<file path="config.mk">
export PLATFORM = sky130hd
export DESIGN_NAME = aud_player_stereo
export DESIGN_NICKNAME = d
export VERILOG_FILES = /design/src/rtl/aud_player_stereo.sv
export SDC_FILE = /design/constraint.sdc
export NUM_CORES = 1
export LEC_CHECK = 0
export CORE_AREA = 2 2 68 103
export DETAILED_ROUTE_END_ITERATION = 6
export DIE_AREA = 0 0 70 105
export PLACE_DENSITY = 0.77
export SYNTH_ARGS = -nofsm -noshare
export SYNTH_HDL_FRONTEND = slang
export SYNTH_SLANG_ARGS = --single-unit
</file>
<file path="constraint.sdc">
create_clock -name i_bclk -period 4.4 [get_ports i_bclk]
set_input_delay 0.66 -clock i_bclk [delete_from_list [all_inputs] [get_ports i_bclk]]
set_output_delay 0.66 -clock i_bclk [all_outputs]
set_load 0.01 [all_outputs]
</file>
<file path="src/rtl/aud_player_stereo.sv">
// aud_player_stereo
//   Stereo I2S / left-justified serializer for the audio DAC path. A one-entry
//   {left, right} buffer is filled through a valid/ready handshake. It is
//   drained into the shift registers at each frame start, which is the falling
//   edge of LRCK. Each channel's bits are then driven MSB-first on the DACDAT
//   pin. Everything runs on the posedge of the bit clock.
//
// Ports
//   i_bclk        bit clock (only clock)
//   i_rst_n       asynchronous active-low reset
//   i_daclrck     codec LR clock, low = left, high = right (bclk-synchronous)
//   i_en          playback enable
//   i_left_data   left sample  (DATA_W, two's complement)
//   i_right_data  right sample (DATA_W, two's complement)
//   i_valid       sample pair valid
//   o_ready       buffer empty / pair can be accepted
//   o_aud_dacdat  registered serial data
//   o_underrun    one-cycle pulse: frame started with an empty buffer
module aud_player_stereo #(
  parameter int DATA_W   = 16,
  parameter bit I2S_MODE = 1'b1
) (
  input  logic              i_bclk,
  input  logic              i_rst_n,
  input  logic              i_daclrck,
  input  logic              i_en,
  input  logic [DATA_W-1:0] i_left_data,
  input  logic [DATA_W-1:0] i_right_data,
  input  logic              i_valid,
  output logic              o_ready,
  output logic              o_aud_dacdat,
  output logic              o_underrun
);

  localparam int CNT_W = $clog2(DATA_W) + 1;

  typedef enum logic [1:0] {IDLE, DELAY, SHIFT, PAD} state_t;

  state_t              state, state_next;
  logic                lrck_q;
  logic                buf_full, buf_full_next;
  logic [DATA_W-1:0]   buf_l, buf_r;
  logic [DATA_W-1:0]   sh_l, sh_l_next;
  logic [DATA_W-1:0]   sh_r, sh_r_next;
  logic                chan, chan_next;      // 0 = left, 1 = right
  logic [CNT_W-1:0]    cnt, cnt_next;        // bits already driven this channel
  logic                dac_next;
  logic                und_next;

  logic lrck_fall, lrck_rise, accept;

  assign lrck_fall = lrck_q & ~i_daclrck;
  assign lrck_rise = ~lrck_q & i_daclrck;
  assign accept    = i_valid & ~buf_full;
  assign o_ready   = ~buf_full;

  // The shift registers shift left as bits go out, so the active channel's
  // next bit is always its MSB. cnt counts the bits already emitted; in
  // left-justified mode the MSB leaves on the edge cycle itself, so cnt starts
  // at 1 there.
  always_comb begin
    state_next    = state;
    buf_full_next = buf_full;
    sh_l_next     = sh_l;
    sh_r_next     = sh_r;
    chan_next     = chan;
    cnt_next      = cnt;
    dac_next      = 1'b0;
    und_next      = 1'b0;

    if (accept) begin
      buf_full_next = 1'b1;
    end

    if (!i_en) begin
      state_next = IDLE;
    end else if (lrck_fall) begin
      // Frame start. accept and buf_full are mutually exclusive, so a pair
      // arriving on this same edge stays in the buffer for the next frame.
      if (buf_full) begin
        sh_l_next     = buf_l;
        sh_r_next     = buf_r;
        buf_full_next = 1'b0;
      end else begin
        sh_l_next = '0;
        sh_r_next = '0;
        und_next  = 1'b1;
      end
      chan_next = 1'b0;
      if (I2S_MODE) begin
        state_next = DELAY;
        cnt_next   = '0;
      end else begin
        state_next = SHIFT;
        dac_next   = sh_l_next[DATA_W-1];
        sh_l_next  = {sh_l_next[DATA_W-2:0], 1'b0};
        cnt_next   = CNT_W'(1);
      end
    end else if (lrck_rise && (state != IDLE)) begin
      chan_next = 1'b1;
      if (I2S_MODE) begin
        state_next = DELAY;
        cnt_next   = '0;
      end else begin
        state_next = SHIFT;
        dac_next   = sh_r[DATA_W-1];
        sh_r_next  = {sh_r[DATA_W-2:0], 1'b0};
        cnt_next   = CNT_W'(1);
      end
    end else begin
      case (state)
        DELAY, SHIFT: begin
          if ((state == SHIFT) && (cnt == CNT_W'(DATA_W))) begin
            state_next = PAD;
          end else begin
            state_next = SHIFT;
            cnt_next   = cnt + CNT_W'(1);
            if (chan) begin
              dac_next  = sh_r[DATA_W-1];
              sh_r_next = {sh_r[DATA_W-2:0], 1'b0};
            end else begin
              dac_next  = sh_l[DATA_W-1];
              sh_l_next = {sh_l[DATA_W-2:0], 1'b0};
            end
          end
        end
        default: ;  // IDLE and PAD drive zero and wait for an edge
      endcase
    end
  end

  always_ff @(posedge i_bclk or negedge i_rst_n) begin
    if (!i_rst_n) begin
      state        <= IDLE;
      lrck_q       <= 1'b1;   // a low LRCK right after reset is a frame start
      buf_full     <= 1'b0;
      buf_l        <= '0;
      buf_r        <= '0;
      sh_l         <= '0;
      sh_r         <= '0;
      chan         <= 1'b0;
      cnt          <= '0;
      o_aud_dacdat <= 1'b0;
      o_underrun   <= 1'b0;
    end else begin
      state        <= state_next;
      lrck_q       <= i_daclrck;
      buf_full     <= buf_full_next;
      sh_l         <= sh_l_next;
      sh_r         <= sh_r_next;
      chan         <= chan_next;
      cnt          <= cnt_next;
      o_aud_dacdat <= dac_next;
      o_underrun   <= und_next;
      if (accept) begin
        buf_l <= i_left_data;
        buf_r <= i_right_data;
      end
    end
  end

endmodule

</file>
# Word-level counts from Yosys, hierarchy flattened
# Cells that the tools add are included.
[op_classes] n_lt_le_gt_ge=0 div=0 reduce_logical=12 addsub=1 n_mux=36 bitwise_logic=6 shifts=0 eq_ne=8 mul=0
[op_table] cell="16-bit 2-to-1 mux" n=12
[op_table] cell="5-bit 2-to-1 mux" n=4
[op_table] cell="1-bit 2-to-1 mux" n=16
[op_table] cell="5-bit AND reduction" n=2
[op_table] cell="2-bit 2-to-1 mux" n=4
[op_table] cell="2-bit nonzero test" n=4
[op_table] cell="5-bit by 1-bit adder with 5-bit output (second input constant)" n=1
[op_table] cell="5-bit == test (second input constant)" n=1
[op_table] cell="2-bit inequality test (second input constant)" n=2
[op_table] cell="4-bit by 1-bit inequality test with 1-bit output (second input constant)" n=1
[op_table] cell="1-bit bitwise AND" n=3
[op_table] cell="3-bit inequality test (second input constant)" n=1
[op_table] cell="1-bit NOT" n=3
[op_table] cell="3-bit AND reduction" n=1
[op_table] cell="3-bit nonzero test" n=1
[op_table] cell="2-bit by 1-bit == test with 1-bit output (second input constant)" n=1
[op_table] cell="2-bit == test (second input constant)" n=1
[op_table] cell="1-bit logical AND" n=2
[op_table] cell="2-bit by 1-bit inequality test with 1-bit output (second input constant)" n=1
[op_table] cell="2-bit AND reduction" n=1
[op_table] cell="2-bit OR reduction" n=1
[word_totals] mem_bits_rw=0 rom_bits=0 latch_bits=0 elab_cells=74 regBits=76 input_bits=37 memories=0 output_inout_bits=3

# Depth between registers and ports, before layout
[logic_depth] ltp_word=7 depth_mapped=7 depth_no_buf=6

# Worst setup path before layout
# OpenSTA, ideal clock, no wires.
[synth_path] path_kind="register to register" from="register state[1]" to="register sh_l[10]" t_arrival_ns=1.824 synth_period_minus_slack_ns=1.949 path_slack_ns=2.451 t_required_ns=4.275 path_stages_with_launch=7 n_path_buf=1 setup_time_ns=0.125 path_cell_list="dfrtp_1 inv_1 ha_1 o21ai_1 o41ai_4 buf_6 mux2_2"
[synth_via] elab_chain_len=4 word_cells_on_any_way=10 cone_classes="4 x eq/ne; 6 x reduce/logical"
[synth_rtl] element="start: declaration" line_no="39" rtl="state_t state, state_next;"
[synth_rtl] element="start signal: assignment" line_no="146" rtl="state <= state_next;"
[synth_rtl] element="2-bit == test (tied with other cells)" line_no="111, 113"
[synth_rtl] element="2-bit OR reduction (tied with other cells)" line_no="111" rtl="case (state)"
[synth_rtl] element="2-bit nonzero test (no line) or 2-bit inequality test (tied branches)"
[synth_rtl] element="5-bit AND reduction (no line) *"
[synth_rtl] element="end signal: assignment" line_no="149" rtl="sh_l <= sh_l_next;"
[synth_rtl] element="end: declaration" line_no="43" rtl="logic [DATA_W-1:0] sh_l, sh_l_next;"
# Mark *: on every way between the ends. The rest lies on a longest branch, timed or not.
# A chain may end at the register's enable or synchronous reset.

# Worst setup path in the final report
[layout_path] from="input port i_en" to="register sh_l[2]"
[layout_via] elab_chain_len=1
[layout_rtl] element="start: declaration" line_no="26" rtl="input logic i_en,"
[layout_rtl] element="5-bit AND reduction (no line)"
# No other way between the ends.

==> summary.txt <==
Hold path
  • Worst min-delay path class: in -> async

STA
  • Final slew viol count: 0
  • Final period util: 0.588
  • Hold Vio Cnt, Final: 0
  • Fin crit period: 2590 ps
  • Final number of setup-violating endpoints: 0
  • Skew final: 9.25 ps
  • Setup_tns: 0 ps
  • Hold WS: about 430 ps
  • Fmax: 386 MHz
  • Worst-Margin Slew: 1060 ps
  • Slew headroom: 0.293
  • RSZ-0062 raised after global routing: no

Clock network
  • Clock buffers created by TritonCTS: 9
  • H-tree level count: 3
  • Clock insertion delay at the later pin of the skew report: 350 ps
  • Postcts setup bufs: 0
  • Clock Sinks: 76
  • Post-CTS Hold Buffers: 0
  • Clk slew on worst S/H paths: 70 ps
  • CTS resizes: 0
  • Root buf cell: clkbuf_8
  • CTS tree: yes
  • Max Buffers Root-to-Sink: 2

Drt
  • 1st-iter DRT viols: 86
  • Routed Wire Length: roughly 6100 microns
  • ANT nets after route: 0
  • Wire length per cell: 14.4 microns
  • First-pass DRT Iterations: 4
  • Vias per std cell: about 5.5
  • Detailed-route DRC error count: 0
  • Via count: 2,329

Logic synthesis
  • Seq/Total Area, Yosys: 0.551
  • Syn Nets: 345
  • Mapped Cells: 304
  • Syn Std Cell Area: 0.00345 sq mm
  • Post-Syn Area per Cell: 11.4 sq um
  • Distinct cell type count after synthesis: 33
  • Synth warn: 0
  • Synthesis-stage register bit count: 76

Place
  • Detail Placement HPWL: 4110 microns
  • Post-Place Cell Area: 0.00389 sq mm
  • Routability cong.: 0.825
  • Input/output buffers: 39

Setup path
  • Critical path type: in -> reg
  • Critical Path Fanout Max: 16
  • Req. time, crit path: 4630 ps
  • CP cell instances: clkdlybuf4s50_1 -> inv_2 -> o41ai_4 -> mux2_2
  • Worst EP arrival: 2820 ps
  • Critical path capture point type: flop
  • Slowest-stage cell, CP: o41ai_4
  • Largest stage delay, worst path: 990 ps
  • CP Launch Type: primary input

GRT
  • GRT Util Overall: 0.187
  • Gr ovfl total: 0
  • Initial antenna violation count: 0
  • Vias in the first global route: 2,474
  • Pin count of the biggest net entering global routing: 77
  • First-pass GRT wire length: approximately 11,000 microns

Die
  • I/O pins: 40
  • Die area: 0.00735 sq mm
  • Die height: 105 microns
  • Die width: roughly 70 microns
  • Initial Util: 0.540
  • Std-Cell Rows: 36
  • Core area: 0.00640 sq mm

Final layout
  • Antenna cells: 0
  • Share of cells above drive strength 1: 0.254
  • Commonest non-fill, non-tap cell in the layout: dfrtp_1
  • # fillers: 539
  • Final Net Count: 382
  • Most frequent cells in the layout: dfrtp_1, nand2_1, mux2_2, clkdlybuf4s50_1, nand3_1
  • Post-route design area: 0.00407 sq mm
  • Synth-to-layout area growth: 17.9%

Power
  • Leak: 1.90 nW
  • Pwr dens: approximately 570 mW/mm^2
  • Worst IR Drop VDD: approximately 0.33 mV

Outcome
  • Status: finished, final reports clean

Job
  • Max-cap violations: 0
registers in the layout, indices dropped and copies added, names as in the netlist:
signal and flops:
buf_l 16, buf_r 16, sh_l 16, sh_r 16, cnt 5, state 2, buf_full 1, chan 1
lrck_q 1, o_aud_dacdat 1, o_underrun 1
cell families after synthesis:
logic type	Yosys count	synth area share
flip-flops	76	0.551
multiplexers	66	0.215
buffers and inverters	24	0.0308
AO/OA/AOI/OAI	15	0.0322
AND/OR/NAND/NOR	119	0.157
adder cells (fa/ha/maj)	4	0.0145
per-stage QoR:
stage	worst slack [ps]	utilization	std cells	power, mW
floorplan	2450	-	304	1.66
global placement	1530	0.609	406	1.82
finish	1810	0.637	422	2.32
CTS	1880	0.637	422	2.35
detailed placement	1500	0.609	406	1.86
global route	1720	0.637	422	2.49
critical path: cells and delay by family:
kind / cells / cell delay (ps)
compound gates: 1 / 990
buf+inv: 2 / 740
mux: 1 / 420
synthesized netlist by cell type, drive strengths merged:
library cell	number	share of area
dfrtp	75	0.54
mux2	65	0.21
nand2	63	0.068
nand3	35	0.051
clkbuf	11	0.012
o21ai	9	0.014
inv	7	0.0076
buf	6	0.011
nor2	6	0.0065
ha	4	0.014
nor3	3	0.0043
a21o	2	0.0043
and3	2	0.0036
and4	2	0.0051
nor2b	2	0.0036
a21oi	1	0.0014
a22o	1	0.0025
a31oi	1	0.0018
dfstp	1	0.0076
mux2i	1	0.0029
nand2b	1	0.0018
nand4	1	0.0018
nand4b	1	0.0025
nor3b	1	0.0036
o41ai	1	0.0080
or3b	1	0.0025
or4	1	0.0022
per-layer routing:
metal  vias up  global-route usage  share of wire
met2        51               0.319           0.51
met1      1152               0.213           0.42
met4         0              0.0783          0.020
met3        12              0.0598          0.044
li1       1114                   -              -
met5         -                   0              0
report_power, final:
group | internal [mW] | leakage (nW) | switching (mW)
combinational | 0.381 | 0.866 | 0.294
sequential | 0.992 | 0.943 | 0.165
clock | 0.251 | 0.0937 | 0.235
total | 1.62 | 1.90 | 0.694
layout make-up:
cell class                      count  area, sq um  area share
Timing Repair Buffer               43          418       0.103
Tap cell                           76         95.1      0.0233
Clock inverter                      1         5.00     0.00123
Sequential cell                    76         1900       0.467
Inverter                            7         26.3     0.00645
Clock buffer                       15          176      0.0433
Multi-Input combinational cell    204         1450       0.356
final timing paths:
| path | startpoint | end | slack (ps) | cells past startpoint |
|---|---|---|---|---|
| worst max-delay path | i_en | sh_l[2]$_DFFE_PN0P_ | 1810 | 4 |
| worst min-delay path | i_rst_n | buf_l[8]$_DFFE_PN0P_ | 430 | 1 |
| worst max register to register | state[1]$_DFFE_PN0P_ | sh_l[2]$_DFFE_PN0P_ | 1960 | 5 |
| worst min register to register | sh_l[15]$_DFFE_PN0P_ | sh_l[15]$_DFFE_PN0P_ | 490 | 1 |
| max in group asynchronous | i_rst_n | sh_r[14]$_DFFE_PN0P_ | 3360 | 1 |
| min in group i_bclk | sh_l[15]$_DFFE_PN0P_ | sh_l[15]$_DFFE_PN0P_ | 490 | 1 |
Note: power is estimated with default switching activity, not from simulation.
